### src/rtl/ibex_ex_issue_pkg.sv
// Shared types for the EX issue stage: ALU / mult-div operator encodings
// and the issue controller state encoding.
package ibex_ex_issue_pkg;

  typedef enum logic [4:0] {
    ALU_ADD  = 5'd0,
    ALU_SUB  = 5'd1,
    ALU_XOR  = 5'd2,
    ALU_OR   = 5'd3,
    ALU_AND  = 5'd4,
    ALU_SLL  = 5'd5,
    ALU_SRL  = 5'd6,
    ALU_SRA  = 5'd7,
    ALU_SLT  = 5'd8,
    ALU_SLTU = 5'd9
  } alu_op_e;

  typedef enum logic [1:0] {
    MD_OP_MULL = 2'd0,
    MD_OP_MULH = 2'd1,
    MD_OP_DIV  = 2'd2,
    MD_OP_REM  = 2'd3
  } md_op_e;

  typedef enum logic [1:0] {
    EXI_IDLE  = 2'd0,
    EXI_EXEC  = 2'd1,
    EXI_DRAIN = 2'd2
  } ex_issue_state_e;

endpackage

### src/rtl/ibex_ex_issue.sv
// ibex_ex_issue: issue/hold/writeback controller in front of ibex_ex_block.
// Accepts one decoded instruction per valid/ready handshake, holds operator,
// operands and unit enables stable until ex_ready_i, then registers the EX
// result and pulses a one-cycle register-file write.
// Ports: id_* decoded instruction in, *_o held copies to EX, ex_ready_i /
// regfile_wdata_ex_i from EX, rf_* writeback, flush_i kill, busy_o held flag.
// Parameter RV32M: 0 forces mult/div enables low.
// Optional macro IBEX_EX_ISSUE_STALL_CNT_EN adds stall_cnt_o (saturating
// count of cycles held while EX is not ready).
module ibex_ex_issue
  import ibex_ex_issue_pkg::*;
#(
  parameter bit RV32M = 1'b1
) (
  input  logic        clk_i,
  input  logic        rst_ni,
  input  logic        id_valid_i,
  output logic        id_ready_o,
  input  alu_op_e     id_alu_operator_i,
  input  md_op_e      id_multdiv_operator_i,
  input  logic        id_mult_en_i,
  input  logic        id_div_en_i,
  input  logic        id_lsu_en_i,
  input  logic [31:0] id_operand_a_i,
  input  logic [31:0] id_operand_b_i,
  input  logic [31:0] id_md_operand_a_i,
  input  logic [31:0] id_md_operand_b_i,
  input  logic [1:0]  id_md_signed_mode_i,
  input  logic        id_rf_we_i,
  input  logic [4:0]  id_rf_waddr_i,
  input  logic        flush_i,
  output alu_op_e     alu_operator_o,
  output md_op_e      multdiv_operator_o,
  output logic        mult_en_o,
  output logic        div_en_o,
  output logic        lsu_en_o,
  output logic [31:0] alu_operand_a_o,
  output logic [31:0] alu_operand_b_o,
  output logic [31:0] multdiv_operand_a_o,
  output logic [31:0] multdiv_operand_b_o,
  output logic [1:0]  multdiv_signed_mode_o,
  input  logic        ex_ready_i,
  input  logic [31:0] regfile_wdata_ex_i,
  output logic        rf_we_o,
  output logic [4:0]  rf_waddr_o,
  output logic [31:0] rf_wdata_o,
`ifdef IBEX_EX_ISSUE_STALL_CNT_EN
  output logic [31:0] stall_cnt_o,
`endif
  output logic        busy_o
);

  ex_issue_state_e state_q, state_d;

  alu_op_e     alu_op_q;
  md_op_e      md_op_q;
  logic        mult_en_q, div_en_q, lsu_en_q;
  logic [31:0] opa_q, opb_q, md_opa_q, md_opb_q;
  logic [1:0]  md_signed_q;
  logic        held_we_q;
  logic [4:0]  held_waddr_q;

  logic        wb_we_q;
  logic [4:0]  wb_waddr_q;
  logic [31:0] wb_wdata_q;

  logic accept, complete, clear_en;

  always_comb begin
    state_d    = state_q;
    id_ready_o = 1'b0;
    complete   = 1'b0;
    clear_en   = 1'b0;
    unique case (state_q)
      EXI_IDLE: begin
        id_ready_o = !flush_i;
        if (id_valid_i && !flush_i) state_d = EXI_EXEC;
      end
      EXI_EXEC: begin
        if (flush_i) begin
          // A started bus access cannot be aborted: keep lsu_en until done.
          if (lsu_en_q && !ex_ready_i) begin
            state_d = EXI_DRAIN;
          end else begin
            state_d  = EXI_IDLE;
            clear_en = 1'b1;
          end
        end else if (ex_ready_i) begin
          complete   = 1'b1;
          id_ready_o = 1'b1;
          if (!id_valid_i) begin
            state_d  = EXI_IDLE;
            clear_en = 1'b1;
          end
        end
      end
      EXI_DRAIN: begin
        if (ex_ready_i) begin
          state_d  = EXI_IDLE;
          clear_en = 1'b1;
        end
      end
      default: state_d = EXI_IDLE;
    endcase
  end

  assign accept = id_valid_i && id_ready_o;

  always_ff @(posedge clk_i or negedge rst_ni) begin
    if (!rst_ni) begin
      state_q      <= EXI_IDLE;
      alu_op_q     <= ALU_ADD;
      md_op_q      <= MD_OP_MULL;
      mult_en_q    <= 1'b0;
      div_en_q     <= 1'b0;
      lsu_en_q     <= 1'b0;
      opa_q        <= '0;
      opb_q        <= '0;
      md_opa_q     <= '0;
      md_opb_q     <= '0;
      md_signed_q  <= '0;
      held_we_q    <= 1'b0;
      held_waddr_q <= '0;
      wb_we_q      <= 1'b0;
      wb_waddr_q   <= '0;
      wb_wdata_q   <= '0;
    end else begin
      state_q <= state_d;
      if (accept) begin
        alu_op_q     <= id_alu_operator_i;
        md_op_q      <= id_multdiv_operator_i;
        mult_en_q    <= RV32M ? id_mult_en_i : 1'b0;
        div_en_q     <= RV32M ? id_div_en_i : 1'b0;
        lsu_en_q     <= id_lsu_en_i;
        opa_q        <= id_operand_a_i;
        opb_q        <= id_operand_b_i;
        md_opa_q     <= id_md_operand_a_i;
        md_opb_q     <= id_md_operand_b_i;
        md_signed_q  <= id_md_signed_mode_i;
        held_we_q    <= id_rf_we_i;
        held_waddr_q <= id_rf_waddr_i;
      end else if (clear_en) begin
        mult_en_q <= 1'b0;
        div_en_q  <= 1'b0;
        lsu_en_q  <= 1'b0;
      end
      wb_we_q <= complete && held_we_q && (held_waddr_q != 5'd0);
      if (complete) begin
        wb_waddr_q <= held_waddr_q;
        wb_wdata_q <= regfile_wdata_ex_i;
      end
    end
  end

`ifdef IBEX_EX_ISSUE_STALL_CNT_EN
  logic [31:0] stall_cnt_q;
  always_ff @(posedge clk_i or negedge rst_ni) begin
    if (!rst_ni) begin
      stall_cnt_q <= '0;
    end else if ((state_q != EXI_IDLE) && !ex_ready_i && (stall_cnt_q != '1)) begin
      stall_cnt_q <= stall_cnt_q + 32'd1;
    end
  end
  assign stall_cnt_o = stall_cnt_q;
`endif

  assign alu_operator_o        = alu_op_q;
  assign multdiv_operator_o    = md_op_q;
  assign mult_en_o             = mult_en_q;
  assign div_en_o              = div_en_q;
  assign lsu_en_o              = lsu_en_q;
  assign alu_operand_a_o       = opa_q;
  assign alu_operand_b_o       = opb_q;
  assign multdiv_operand_a_o   = md_opa_q;
  assign multdiv_operand_b_o   = md_opb_q;
  assign multdiv_signed_mode_o = md_signed_q;
  assign rf_we_o               = wb_we_q;
  assign rf_waddr_o            = wb_waddr_q;
  assign rf_wdata_o            = wb_wdata_q;
  assign busy_o                = (state_q != EXI_IDLE);

endmodule
### config.mk
export PLATFORM = sky130hd
export DESIGN_NAME = ibex_ex_issue
export DESIGN_NICKNAME = d
export VERILOG_FILES = /design/src/rtl/ibex_ex_issue_pkg.sv /design/src/rtl/ibex_ex_issue.sv
export SDC_FILE = /design/constraint.sdc
export NUM_CORES = 1
export LEC_CHECK = 0
export ABC_AREA = 1
export CORE_UTILIZATION = 36
export DETAILED_ROUTE_END_ITERATION = 12
export GPL_TIMING_DRIVEN = 1
export HOLD_SLACK_MARGIN = 0.08
export PLACE_DENSITY = 0.76
export SETUP_SLACK_MARGIN = 0.02
export SLEW_MARGIN = 20
export SYNTH_ARGS = -nofsm -noshare
export SYNTH_HDL_FRONTEND = slang
export SYNTH_SLANG_ARGS = --single-unit
export TNS_END_PERCENT = 1
### constraint.sdc
create_clock -name clk_i -period 1.59 [get_ports clk_i]
set_input_delay 0.318 -clock clk_i [delete_from_list [all_inputs] [get_ports clk_i]]
set_output_delay 0.318 -clock clk_i [all_outputs]
set_load 0.02 [all_outputs]
==> results of run 1 <==
-- layer usage --
layer / part of all wire / wire (um) / up-vias
li1: - / - / 3065
met1: 0.39 / 8230 / 2959
met2: 0.52 / 11100 / 228
met3: 0.069 / 1460 / 32
met4: 0.022 / 462 / 0
met5: 0 / 0 / -
-- metrics by stage --
step                utilization  hold slack (ps)
floorplan                     -             22.4
detailed placement        0.585              200
finish                    0.618              312
CTS                       0.612              306
global placement          0.585              201
global route              0.618              324
-- cell usage after synthesis --
library cell / instances
clkbuf_1: 11
nand3_1: 8
a31oi_1: 1
nor2_1: 2
nor2_4: 1
inv_2: 1
nand4_1: 1
buf_6: 1
o21ai_0: 13
nand3b_1: 1
nand2_1: 441
mux2_2: 32
inv_1: 14
buf_2: 13
ha_1: 5
nor3_1: 1
dfrtp_1: 186
buf_4: 10
-- area by class of cell --
| class | instances | area (um2) | area share |
|---|---|---|---|
| clock inverters | 15 | 135 | 0.0112 |
| inverters | 15 | 61.3 | 0.00510 |
| clock buffers | 17 | 425 | 0.0354 |
| flip-flops and latches | 186 | 4660 | 0.387 |
| repair buffers | 408 | 4010 | 0.333 |
| multi-input cells | 506 | 2410 | 0.201 |
| well taps | 265 | 332 | 0.0276 |
-- kinds of logic after synthesis --
| group | after synthesis | share of synthesized area |
|---|---|---|
| and+or+nand+nor | 455 | 0.243 |
| DFF | 186 | 0.653 |
| buffers and inverters | 50 | 0.0349 |
| muxes | 32 | 0.0505 |
| AOI/OAI and AO/OA | 14 | 0.0100 |
| adders and majority gates | 5 | 0.00877 |
-- flip-flops by register name, summed over array words and instances, names as in the netlist, 2 cells and up --
register,count
multdiv_operand_b_o,32
multdiv_signed_mode_o,2
rf_wdata_o,32
multdiv_operator_o,2
alu_operand_b_o,32
state_q,2
held_waddr_q,5
alu_operand_a_o,32
alu_operator_o,5
multdiv_operand_a_o,32
rf_waddr_o,5
-- worst paths after layout --
| kind | end | slack [ps] | cells after the start | startpoint |
|---|---|---|---|---|
| max in group asynchronous | multdiv_operand_a_o[25] | 730 | 3 | rst_ni |
| worst min-delay path | alu_operand_b_o[3] | 310 | 2 | rst_ni |
| worst max register to register | multdiv_operand_a_o[16] | -270 | 12 | state_q[1] |
| worst min register to register | alu_operand_b_o[17] | 470 | 2 | alu_operand_b_o[17] |
| worst max-delay path | multdiv_operand_a_o[16] | -270 | 12 | state_q[1] |
| min in group clk_i | multdiv_operand_a_o[5] | 420 | 3 | id_md_operand_a_i[5] |
-- timing repair --
action | 4_1_cts | 5_1_grt
gates cloned | 1 | 0
buffers inserted | 5 | 1
setup endpoints to repair | 348 | 182
endpoints found under the hold margin | 167 | 0
pin swaps | 5 | 5
resized for setup | 214 | 34
hold buffers | 1 | 0
-- power groups by stage --
stage	sequential (mW)	combinational (mW)	clock [mW]
global placement	8.02	11.1	0
CTS	7.99	10.2	4.20
global route	8.27	11.1	4.39
floorplan	10.7	2.63	0
finish	8.01	10.3	4.05
detailed placement	8.12	11.3	0
==> summary.md, run 1 <==
| Metric | Value |
|---|---|
| Syn Area/Cell | `9.61 um2` |
| Power Dens Cells | `1860 nW/um2` |
| CTS root buf | `clkbuf_16` |
| Placed wire-length estimate | `15,200 um` |
| Most common cell after layout, fill and taps aside | `nand2_1` |
| Min Tclk post-route | `1860 ps` |
| Most used cell, CP | `nand2_1` |
| I/O Buffers | `362` |
| Post-route ant nets | `0` |
| Crit path DAT | `2170 ps` |
| Final Setup Violations | `168` |
| Crit path largest cell delay | `430 ps` |
| Maximum VDD drop | `0.800 mV` |
| Most frequent cells in the layout | `nand2_1 (436), dfrtp_1 (185), clkdlybuf4s50_1 (181)` |
| Starting DRC count in detailed routing | `227` |
| Max Cap Viol | `0` |
| Share of layout cells above drive strength 1 | `0.115` |
| CP delay by family, top | `buffers and inverters` |
| Maximum clock path buffer count | `2` |
| Unrepaired setup endpoints after global routing | `true` |
| Min-delay worst type | `in2async` |
| Slowest-stage cell, CP | `dfrtp_1` |
| Post-Syn Nets | `930` |
| Sw power | `9.03 mW` |
| Worst-Skew Late Latency | `430 ps` |
| Seq cells post-synth | `186` |
| Cell variety after synth | `18` |
| Met1 usage | `0.225` |
| Total Nets Final | `1,322` |
| Largest net degree at the start of global routing | `50` |
| Row count | `51` |
| Slew Limit Fails | `0` |
| CTS tree | `yes` |
| Worst Setup Start Kind | `flop` |
| Drt drc | `0` |
| Seq pwr share | `0.358` |
| Worst-path cell chain | `inv_4, ha_4, nor2_4, nor2_1, nand2_1, buf_4, nor2_4, buf_12, inv_4, buf_12, nand2_1, nand2_1` |
| Worst-margin pin slew | `296 ps` |
| Dpl cells | `1,372` |
| Ys Warns | `0` |
| Crit end category | `flop` |
| Fin crit share | `1.17` |
| Final hold violations | `0` |
| Worst path buffer plus inverter count | `5` |
| GRT met2 Usage | `0.371` |
| Placement Setup Slack | `-331 ps` |
| Leading area contributor after synthesis | `dfrtp_1` |
| Initial antenna violation count | `0` |
| Core ar. | `19,500 um2` |
| Design Area, Final | `12,000 um2` |
| Setup TNS | `-31,360 ps` |
| Worst endpoint required time | `1900 ps` |
| Sw Share | `0.403` |
| CTS buffer count | `17` |
| M3 GR Usage | `0.0584` |
| Register area share after synthesis | `0.653` |
| Internal power | `13.4 mW` |
| Total grt overflow | `0` |
| Crit path kind | `reg2reg` |
| Failing checks | `negative setup slack` |
| Die Height | `143 um` |
| Area Overhead vs Synth | `68.7%` |
| Achievable clock frequency | `538 MHz` |
| LEAKAGE | `6.38 nW` |
| Routability cong. | `0.767` |
| Tot Pwr | `22.4 mW` |
| # diodes | `0` |
| Layout Cells excl Fill | `1,412` |
| Logic pwr share | `0.461` |
| Clk_skew | `9.48 ps` |
| # fillers | `1,634` |
| Area after DPL | `11,400 um2` |
| Worst setup margin | `-270 ps` |
| First-pass GRT wire length | `31,800 um` |
| Synth area leaders | `dfrtp_1 (65%), nand2_1 (23%), mux2_2 (5.1%)` |
| Via count | `6,284` |
| Via density | `4.45` |
| Clock power share | `0.181` |
| Status | `finished with violations` |
| Gr usage total | `0.204` |
| Average wire per standard cell | `15.0 um` |
| Cells after synthesis | `742` |
| IO Count | `363` |
| Vias in the first global route | `6,197` |
| Die area | `20,400 um2` |
| Worst-path clk slew | `80 ps` |
| Post-Syn Area | `7130 um2` |
| Crit-path max FO | `43` |
| Post-synth top area share | `0.653` |
| Drt total wl | `21,200 um` |
| Sink Count | `186` |
| H-tree Lvls | `4` |
| Die W | `143 um` |
| Top Usage Layer GRT | `met2` |
| Initial core utilization | `0.366` |
| Total iterations of the first detailed-routing run | `6` |
| Relative slew slack | `0.803` |
Note: power is estimated with default switching activity, not from simulation.
==> run 2: changes to the inputs <==
Settings changed: MAX_ROUTING_LAYER set to met4.
==> run 2 against run 1 <==
Critical path type unchanged. Clock skew shrank 1.7 ps. Design area is essentially flat. Largest cell class unchanged. The run still ends with negative setup slack left. Sequential power is essentially flat. Largest power group unchanged. Via count grew 0.70%.
==> summary.md, run 2 (same netlist as run 1, synthesis figures left out) <==
| Metric | Value |
|---|---|
| Status | `finished with violations` |
| Failing checks | `negative setup slack` |
| Via count | `6,328 (+0.70%)` |
| Total grt overflow | `0 (unchanged)` |
| Largest net degree at the start of global routing | `50 (unchanged)` |
| Min Tclk post-route | `1860 ps (+3.53 ps)` |
| Reg area | `4660 um2 (unchanged)` |
| Most common cell after layout, fill and taps aside | `nand2_1` |
| Average wire per standard cell | `15.1 um (+0.20%)` |
| Fin crit share | `1.17 (+0.00222)` |
| Dpl cells | `1,372 (unchanged)` |
| First-pass GRT wire length | `31,600 um (-0.35%)` |
| I/O Buffers | `362 (unchanged)` |
| Crit path largest cell delay | `430 ps (about the same)` |
| Core ar. | `19,500 um2 (unchanged)` |
| CP delay by family, top | `buffers and inverters` |
| Post-route ant nets | `0 (unchanged)` |
| Reg2reg end | `multdiv_operand_a_o[10]` |
| Gr usage total | `0.210 (+0.00548)` |
| Crit end category | `flop` |
| Setup TNS | `-32,260 ps (-899 ps)` |
| Worst-Skew Late Latency | `420 ps (about the same)` |
| Starting DRC count in detailed routing | `209 (-7.9%)` |
| Die W | `143 um (unchanged)` |
| Worst path buffer plus inverter count | `6 (+1)` |
| Reg2Reg Setup Slack | `-270 ps (about the same)` |
| Initial core utilization | `0.366 (unchanged)` |
| Slowest-stage cell, CP | `dfrtp_1` |
| CP Depth | `12 (unchanged)` |
| Worst-path clk slew | `80 ps (about the same)` |
| Initial antenna violation count | `0 (unchanged)` |
| Max Cap Viol | `0 (unchanged)` |
| Maximum clock path buffer count | `2 (unchanged)` |
| Vias in the first global route | `6,215 (+0.29%)` |
| Clk_skew | `7.75 ps (-1.73 ps)` |
| Worst-path cell chain | `inv_4, ha_4, inv_1, nand2_1, nand2_1, buf_4, nor2_4, buf_12, inv_4, buf_12, nand2_1, nand2_1` |
| Drt total wl | `21,300 um (+0.20%)` |
| Min-delay worst type | `in2async` |
| H-tree Lvls | `4 (unchanged)` |
| Maximum VDD drop | `0.804 mV (+0.48%)` |
| Die Height | `143 um (unchanged)` |
| Total iterations of the first detailed-routing run | `4 (-2)` |
| Layout Cells excl Fill | `1,412 (unchanged)` |
| Multi-input gate area | `2410 um2 (-0.10%)` |
| Design Area, Final | `12,000 um2 (about the same)` |
| Area Overhead vs Synth | `68.7% (about the same)` |
| Reg2reg path depth | `12 (unchanged)` |
| Worst endpoint required time | `1890 ps (about the same)` |
| Crit path kind | `reg2reg` |
| Power Dens Cells | `1860 nW/um2 (about the same)` |
| Worst-margin pin slew | `297 ps (+0.918 ps)` |
| # fillers | `1,634 (unchanged)` |
| Sink Count | `186 (unchanged)` |
| Total Nets Final | `1,322 (unchanged)` |
| Row count | `51 (unchanged)` |
| Worst Hold Slack | `313 ps (+1.60 ps)` |
| Slew Limit Fails | `0 (unchanged)` |
| Most used cell, CP | `nand2_1` |
| Via density | `4.48 (+0.70%)` |
| LEAKAGE | `6.38 nW (about the same)` |
| Placed wire-length estimate | `15,200 um (unchanged)` |
| CTS buffer count | `17 (unchanged)` |
| Final hold violations | `0 (unchanged)` |
| Most frequent cells in the layout | `nand2_1 (437), dfrtp_1 (185), clkdlybuf4s50_1 (181)` |
| Final Setup Violations | `168 (unchanged)` |
| Share of layout cells above drive strength 1 | `0.114 (-0.000872)` |
| Area after DPL | `11,400 um2 (unchanged)` |
| CTS root buf | `clkbuf_16` |
| Worst setup margin | `-273 ps (-3.53 ps)` |
| Die area | `20,400 um2 (unchanged)` |
| Drt drc | `0 (unchanged)` |
| Relative slew slack | `0.803 (about the same)` |
| # diodes | `0 (unchanged)` |
| Achievable clock frequency | `537 MHz (-0.19%)` |
| CTS tree | `yes` |
| FF-to-FF Start | `state_q[1]` |
| Unrepaired setup endpoints after global routing | `true` |
| Worst Setup Start Kind | `flop` |
| Routability cong. | `0.778 (+1.3%)` |
| Crit-path max FO | `43 (unchanged)` |
| Tot Pwr | `22.4 mW (about the same)` |
| IO Count | `363 (unchanged)` |
| Crit path DAT | `2170 ps (about the same)` |
==> run 2: layout make-up <==
type,instances,area share
clock buffer,17,0.0354
clock inverter,15,0.0112
inverter,15,0.00510
multi-input combinational,506,0.201
sequential,186,0.387
tap,265,0.0276
timing repair buffer,408,0.333
==> run 2: power by group <==
part | internal, mW | leakage, nW | switching [mW] | total [mW]
sequential | 6.91 | 2.31 | 1.11 | 8.02
combinational | 4.39 | 3.79 | 5.94 | 10.3
clock | 2.07 | 0.274 | 1.98 | 4.05
==> run 2: layer usage <==
layer | global-route usage | up-vias | share of wire
li1 | - | 3065 | -
met1 | 0.231 | 3002 | 0.40
met2 | 0.371 | 225 | 0.52
met3 | 0.0459 | 36 | 0.058
met4 | 0.0775 | 0 | 0.021
met5 | - | - | 0
==> run 2: worst max-delay path by stage <==
| stage | endpoint | slack [ps] | start |
|---|---|---|---|
| 2_1_floorplan | alu_operand_a_o[0] | -7 | state_q[0] |
| 3_3_place_gp | id_ready_o | -350 | ex_ready_i |
| 3_5_place_dp | id_ready_o | -330 | ex_ready_i |
| 4_1_cts | id_ready_o | -250 | state_q[0] |
| 5_1_grt | multdiv_operand_a_o[16] | -340 | state_q[1] |
| 6_report | multdiv_operand_a_o[10] | -270 | state_q[1] |
==> run 2: repair_timing <==
| action | 4_1_cts | 5_1_grt |
|---|---|---|
| endpoints found under the setup margin | 348 | 182 |
| pin swaps | 5 | 2 |
| buffers inserted | 5 | 1 |
| gates resized for setup | 214 | 33 |
| cloned | 1 | 0 |
| endpoints found under the hold margin | 167 | 0 |
| hold buffers | 1 | 0 |
==> run 2: metrics by stage <==
| step | utilization | setup slack (ps) |
|---|---|---|
| after floorplan | - | -7.11 |
| after global placement | 0.585 | -345 |
| after detailed placement | 0.585 | -331 |
| after CTS | 0.612 | -255 |
| after global routing | 0.618 | -345 |
| final | 0.618 | -273 |
